[src/rtl/packet_scheduler_pkg.sv]
// Shared packet type codes and the pending-flag record for the packet scheduler.
// Optional macro SPD_EN adds the SPD InfoFrame flag to the record.
package packet_scheduler_pkg;

    localparam logic [7:0] PKT_NULL         = 8'h00;
    localparam logic [7:0] PKT_ACR          = 8'h01;
    localparam logic [7:0] PKT_AUDIO_SAMPLE = 8'h02;
    localparam logic [7:0] PKT_AVI_IF       = 8'h82;
    localparam logic [7:0] PKT_SPD_IF       = 8'h83;
    localparam logic [7:0] PKT_AUDIO_IF     = 8'h84;

    typedef struct packed {
        logic acr;
        logic avi;
        logic audio_if;
`ifdef SPD_EN
        logic spd;
`endif
    } pending_t;

    // Every flagged packet is owed straight out of reset.
    localparam pending_t PENDING_RESET = '1;

endpackage

[src/rtl/packet_scheduler_if.sv]
// Scheduler <-> HDMI core bundle: frame timing, packet handshake, audio buffer pop.
// The scheduler uses the master modport, the HDMI core side the slave modport.
interface packet_scheduler_if #(
    parameter int REMAINING_WIDTH = 8
);
    logic                       frame_start;
    logic                       packet_enable;
    logic [REMAINING_WIDTH-1:0] audio_remaining;
    logic [7:0]                 packet_type;
    logic                       audio_pop;
    logic [2:0]                 audio_pop_count;
    logic                       acr_overrun;

    modport master (
        input  frame_start, packet_enable, audio_remaining,
        output packet_type, audio_pop, audio_pop_count, acr_overrun
    );

    modport slave (
        output frame_start, packet_enable, audio_remaining,
        input  packet_type, audio_pop, audio_pop_count, acr_overrun
    );
endinterface

[src/rtl/packet_scheduler_interval_timer.sv]
// Free-running 0..PERIOD-1 counter; wrap is high during the last count of each interval.
module interval_timer #(
    parameter int PERIOD = 27000
)(
    input  logic clk_pixel,
    input  logic reset,
    output logic wrap
);
    localparam int              CW   = (PERIOD > 1) ? $clog2(PERIOD) : 1;
    localparam logic [CW-1:0]   LAST = CW'(PERIOD - 1);

    logic [CW-1:0] count;

    assign wrap = (count == LAST);

    always_ff @(posedge clk_pixel or posedge reset) begin
        if (reset) begin
            count <= '0;
        end else if (wrap) begin
            count <= '0;
        end else begin
            count <= count + CW'(1);
        end
    end
endmodule

[src/rtl/packet_scheduler.sv]
// HDMI data-island packet scheduler: ACR > AVI > Audio InfoFrame (> SPD) > audio samples > null.
// Optional macro SPD_EN adds the SPD InfoFrame (8'h83) between Audio InfoFrame and samples.
module packet_scheduler
    import packet_scheduler_pkg::*;
#(
    parameter int SAMPLES_PER_PACKET = 4,
    parameter int ACR_PERIOD         = 27000,
    parameter int INFOFRAME_FRAMES   = 1,
    parameter int REMAINING_WIDTH    = 8
)(
    input  logic               clk_pixel,
    input  logic               reset,
    packet_scheduler_if.master pkt
);
    localparam logic [7:0] FRAME_LAST = 8'(INFOFRAME_FRAMES - 1);
    localparam logic [2:0] POP_COUNT  = 3'(SAMPLES_PER_PACKET);

    pending_t                   pend_q;
    pending_t                   pend_d;
    logic [7:0]                 frame_cnt_q;
    logic                       overrun_q;
    logic                       acr_wrap;
    logic                       audio_ready;
    logic                       consume_acr;
    logic                       frame_arm;
    logic                       pop;
    logic [7:0]                 sel_type;
    logic [REMAINING_WIDTH-1:0] remaining;

    interval_timer #(
        .PERIOD (ACR_PERIOD)
    ) u_acr_timer (
        .clk_pixel (clk_pixel),
        .reset     (reset),
        .wrap      (acr_wrap)
    );

    assign remaining   = pkt.audio_remaining;
    // Only whole packets are sent; a short buffer waits for more samples.
    assign audio_ready = (32'(remaining) >= $unsigned(SAMPLES_PER_PACKET));
    assign consume_acr = pkt.packet_enable && pend_q.acr;
    assign frame_arm   = pkt.frame_start && (frame_cnt_q == 8'd0);
    assign pop         = pkt.packet_enable && (sel_type == PKT_AUDIO_SAMPLE);

    always_comb begin
        sel_type = PKT_NULL;
        if (pend_q.acr)           sel_type = PKT_ACR;
        else if (pend_q.avi)      sel_type = PKT_AVI_IF;
        else if (pend_q.audio_if) sel_type = PKT_AUDIO_IF;
`ifdef SPD_EN
        else if (pend_q.spd)      sel_type = PKT_SPD_IF;
`endif
        else if (audio_ready)     sel_type = PKT_AUDIO_SAMPLE;
    end

    // Consumption clears first so a coincident set takes precedence.
    always_comb begin
        pend_d = pend_q;
        if (pkt.packet_enable) begin
            case (sel_type)
                PKT_ACR:      pend_d.acr      = 1'b0;
                PKT_AVI_IF:   pend_d.avi      = 1'b0;
                PKT_AUDIO_IF: pend_d.audio_if = 1'b0;
`ifdef SPD_EN
                PKT_SPD_IF:   pend_d.spd      = 1'b0;
`endif
                default:      ;
            endcase
        end
        if (acr_wrap) begin
            pend_d.acr = 1'b1;
        end
        if (frame_arm) begin
            pend_d.avi      = 1'b1;
            pend_d.audio_if = 1'b1;
`ifdef SPD_EN
            pend_d.spd      = 1'b1;
`endif
        end
    end

    always_ff @(posedge clk_pixel or posedge reset) begin
        if (reset) begin
            pend_q      <= PENDING_RESET;
            overrun_q   <= 1'b0;
            frame_cnt_q <= 8'd0;
        end else begin
            pend_q <= pend_d;
            // A wrap landing on a still-unsent ACR means one request is lost.
            if (acr_wrap && pend_q.acr && !consume_acr) begin
                overrun_q <= 1'b1;
            end
            if (pkt.frame_start) begin
                frame_cnt_q <= (frame_cnt_q == FRAME_LAST) ? 8'd0 : frame_cnt_q + 8'd1;
            end
        end
    end

    assign pkt.packet_type     = sel_type;
    assign pkt.audio_pop       = pop;
    assign pkt.audio_pop_count = pop ? POP_COUNT : 3'd0;
    assign pkt.acr_overrun     = overrun_q;

endmodule
[src/flat_wrapper.sv]
// flat-port wrapper written by rule: the top's interface ports become plain ports
module packet_scheduler_flat import packet_scheduler_pkg::*;
#(
    parameter int SAMPLES_PER_PACKET = 4,
    parameter int ACR_PERIOD         = 27000,
    parameter int INFOFRAME_FRAMES   = 1,
    parameter int REMAINING_WIDTH    = 8
)
  (clk_pixel, reset, pkt_frame_start, pkt_packet_enable, pkt_audio_remaining, pkt_packet_type, pkt_audio_pop, pkt_audio_pop_count, pkt_acr_overrun);
  packet_scheduler_if #(.REMAINING_WIDTH(REMAINING_WIDTH)) pkt_i ();
  input  logic clk_pixel;
  input  logic reset;
  input wire logic [$bits(pkt_i.frame_start)-1:0] pkt_frame_start;
  input wire logic [$bits(pkt_i.packet_enable)-1:0] pkt_packet_enable;
  input wire logic [$bits(pkt_i.audio_remaining)-1:0] pkt_audio_remaining;
  output wire logic [$bits(pkt_i.packet_type)-1:0] pkt_packet_type;
  output wire logic [$bits(pkt_i.audio_pop)-1:0] pkt_audio_pop;
  output wire logic [$bits(pkt_i.audio_pop_count)-1:0] pkt_audio_pop_count;
  output wire logic [$bits(pkt_i.acr_overrun)-1:0] pkt_acr_overrun;
  assign pkt_i.frame_start = pkt_frame_start;
  assign pkt_i.packet_enable = pkt_packet_enable;
  assign pkt_i.audio_remaining = pkt_audio_remaining;
  assign pkt_packet_type = pkt_i.packet_type;
  assign pkt_audio_pop = pkt_i.audio_pop;
  assign pkt_audio_pop_count = pkt_i.audio_pop_count;
  assign pkt_acr_overrun = pkt_i.acr_overrun;
  packet_scheduler #(.SAMPLES_PER_PACKET(SAMPLES_PER_PACKET), .ACR_PERIOD(ACR_PERIOD), .INFOFRAME_FRAMES(INFOFRAME_FRAMES), .REMAINING_WIDTH(REMAINING_WIDTH)) u_core (.clk_pixel(clk_pixel), .reset(reset), .pkt(pkt_i));
endmodule
[config.mk]
export PLATFORM = sky130hd
export DESIGN_NAME = packet_scheduler_flat
export DESIGN_NICKNAME = d
export VERILOG_FILES = /design/src/rtl/packet_scheduler_pkg.sv /design/src/rtl/packet_scheduler_if.sv /design/src/rtl/packet_scheduler_interval_timer.sv /design/src/rtl/packet_scheduler.sv /design/src/flat_wrapper.sv
export SDC_FILE = /design/constraint.sdc
export NUM_CORES = 1
export LEC_CHECK = 0
export CAP_MARGIN = 25
export CORE_MARGIN = 2
export CORE_UTILIZATION = 36
export DETAILED_ROUTE_END_ITERATION = 10
export GPL_ROUTABILITY_DRIVEN = 0
export GPL_TIMING_DRIVEN = 0
export PLACE_DENSITY = 0.69
export SLEW_MARGIN = 10
export SYNTH_ARGS = -nofsm -noshare
export SYNTH_HDL_FRONTEND = slang
export SYNTH_SLANG_ARGS = --single-unit
[constraint.sdc]
create_clock -name clk_pixel -period 1.52 [get_ports clk_pixel]
set_input_delay 0.304 -clock clk_pixel [delete_from_list [all_inputs] [get_ports clk_pixel]]
set_output_delay 0.304 -clock clk_pixel [all_outputs]
set_load 0.1 [all_outputs]
==> out/summary.txt <==
Status -> complete, but fails checks
Failing checks -> negative setup slack
Worst-skew pair later-pin latency -> 260 ps
Fraction of layout cells with a size suffix above 1 -> 0.333
Total negative slack -> -874 ps
RR Startpoint -> u_core.u_acr_timer.count[9]
Pin count of the biggest net entering global routing -> 28
Synth Area per Inst -> 10.1 µm²
Worst path cell trace -> nor2_2 -> and3_4 -> buf_6 -> buf_12
Sw power -> 1.06 mW
Drt total wl -> 2550 µm
CP max FO -> 3
Leading area contributor after synthesis -> dfrtp_1
P_leak -> 0.865 nW
Most frequent cells in the layout -> dfrtp_1, buf_4, nand2_1
CP Launch Type -> register
Crit path max-delay cell type -> dfstp_2
Initial core utilization -> 0.371
Met3 Use GR -> 0.0208
Fin util -> 0.528
CP Class -> register to primary output
First-pass GRT wire length -> 4230 µm
Root Buffer -> clkbuf_8
Worst Path Required -> 1220 ps
Commonest non-fill, non-tap cell in the layout -> dfrtp_1
Max-cap violation count -> 0
CTS Buf Count -> 3
Die outline height -> 65.0 µm
IO Pins -> 25
Avg WL per Cell -> 11.8 µm
Met1 layer usage reported by global route -> 0.152
Hold Path Class -> primary input to asynchronous set/reset pin
RSZ-0062 raised after global routing -> yes
CP arrival -> 1340 ps
Clock transition at path regs -> 90 ps
Internal power -> 1.48 mW
Max-slew violations -> 0
Synthesis-stage register bit count -> 27
Netlist cell types -> 29
# port buffers -> 15
Part of the power in combinational logic -> 0.477
Synth top area share -> 0.449
Power density cells -> 1330 mW/mm²
Die span in x -> 65.0 µm
Post-CTS Hold Buffers -> 0
GR peak layer -> met2
Max clock buf depth -> 2
R2r setup slk -> -90 ps
Die area -> 0.00422 mm²
Via Count -> 1,001
Rows -> 22
Area grow syn2layout -> 42.3%
Vias in the first global route -> 967
Worst reg2reg endpoint -> u_core.u_acr_timer.count[1]
Post-route antenna net violation count -> 0
Worst reg2reg path depth -> 5
Post-Syn Area -> 0.00134 mm²
Met2 usage -> 0.229
Max IR drop VDD -> 0.485 mV
Post-route DRC violation count -> 0
Worst setup EP type -> primary output
H-tree Lvls -> 1
Switching share of power -> 0.418
Nets@finish -> 184
Rel. slew slack -> 0.650
Antenna cells -> 0
Family with the most delay on the worst path -> flip-flops
Max Fclk -> 608 MHz
Final setup fails -> 14
Clk pwr share -> 0.152
Initial antenna violation count -> 0
CP max stage delay -> 570 ps
Worst Tran Pin Value -> 525 ps
Core ar. -> 0.00361 mm²
Worst hold margin -> 368 ps
Total GRT Usage -> 0.131
Syn. warnings -> 0
Num Clock Sinks -> 27
Hold Vio Cnt, Final -> 0
Hpwl dp -> 1670 µm
Vias per cell -> 4.63
Crit share post-route -> 1.08
Final Skew -> 6.78 ps
Min Tclk post-route -> 1650 ps
DR pass1 iterations -> 4
WP buf/inv -> 2
Ranking of synthesized cells by area -> dfrtp_1, xor2_1, dfstp_2
Initial DRC count -> 39
Post-synthesis sequential area ratio -> 0.507
Sequential Power Share -> 0.371
Final worst setup slack -> -125 ps
GR Overflow Total -> 0
CTS tree -> done
Post-synthesis cell count -> 132
flip-flops by register name, indices dropped and copies added, names as in the netlist:
| name | count |
|---|---|
| u_core.u_acr_timer.count | 15 |
| u_core.frame_cnt_q | 8 |
| u_core.pkt.acr_overrun | 1 |
| u_core.pend_q | 3 |
stage by stage:
stage	power, mW	worst slack, ps	cell area (µm²)	cells
after global placement	1.93	-1180	1590	200
after detailed placement	1.94	-1200	1590	200
final	2.54	-125	1910	216
after global routing	2.69	-176	1910	216
after floorplan	1.75	-135	1380	137
after CTS	2.48	-141	1810	212
cell families (layout without fill, tap and decap cells):
logic type / count (synthesis) / in the layout / synth area share
and+or+nand+nor: 62 / 62 / 0.251
DFF: 27 / 27 / 0.507
xor gates and xnor gates: 17 / 17 / 0.111
buffers and inverters: 14 / 45 / 0.0645
AOI/OAI and AO/OA: 8 / 8 / 0.0346
adders and majority gates: 3 / 3 / 0.0280
other: 1 / 6 / 0.00280
synth_stat cells:
library cell	instances
dfrtp_1	24
nor2_1	16
nand2_1	12
xor2_1	10
buf_4	9
nand4_1	7
xnor2_1	7
nand3_1	6
and2_1	4
and4_1	4
inv_1	4
o21ai_0	4
dfstp_2	3
ha_1	3
nand3b_1	3
nor3_1	2
nor4b_1	2
a21o_1	1
a21oi_1	1
a31o_2	1
and3_1	1
clkbuf_1	1
conb_1	1
nand4b_1	1
nor2b_1	1
nor4_1	1
nor4_2	1
o21ai_1	1
or4_1	1
area by class of cell:
class,count,area [µm²]
Multi-Input combinational cell,96,713
Inverter,4,15.0
Tap cell,48,60.1
Clock buffer,4,45.0
Buffer,10,78.8
Sequential cell,27,679
Fill cell,306,1700
Timing Repair Buffer,27,314
what timing repair did:
| action | in CTS | in global routing |
|---|---|---|
| setup endpoints to repair | 20 | 20 |
| resized for setup | 85 | 13 |
| buffers inserted | 8 | 3 |
| pin swaps | 12 | 8 |
worst register-to-register path: cells and delay by family (launching register included):
family,cells,cell delay [ps]
simple gates,3,780
flops,1,390
buf+inv,2,330
layer usage:
metal | vias up | wire length, µm
met5 | - | 0
met4 | 0 | 36
met3 | 2 | 86
met2 | 22 | 1330
met1 | 471 | 1100
li1 | 506 | -
power groups by stage:
| stage | sequential, mW | combinational (mW) | clock [mW] |
|---|---|---|---|
| after floorplan | 0.929 | 0.820 | 0 |
| after global placement | 0.944 | 0.983 | 0 |
| after detailed placement | 0.950 | 0.989 | 0 |
| after CTS | 0.942 | 1.14 | 0.400 |
| after global routing | 0.959 | 1.29 | 0.437 |
| final | 0.942 | 1.21 | 0.386 |
worst max path at each step:
stage,slack [ps],from,cells after the start,endpoint
global route,-180,pkt_audio_remaining[6],6,pkt_audio_pop_count[2]
floorplan,-130,u_core.pend_q[1],2,pkt_packet_type[7]
CTS,-140,u_core.pend_q[2],4,pkt_audio_pop_count[2]
detailed placement,-1200,pkt_audio_remaining[6],6,pkt_audio_pop_count[2]
global placement,-1180,pkt_audio_remaining[4],6,pkt_audio_pop_count[2]
finish,-130,u_core.pend_q[2],4,pkt_audio_pop_count[2]
No activity file was read; power rests on OpenSTA's default activity.
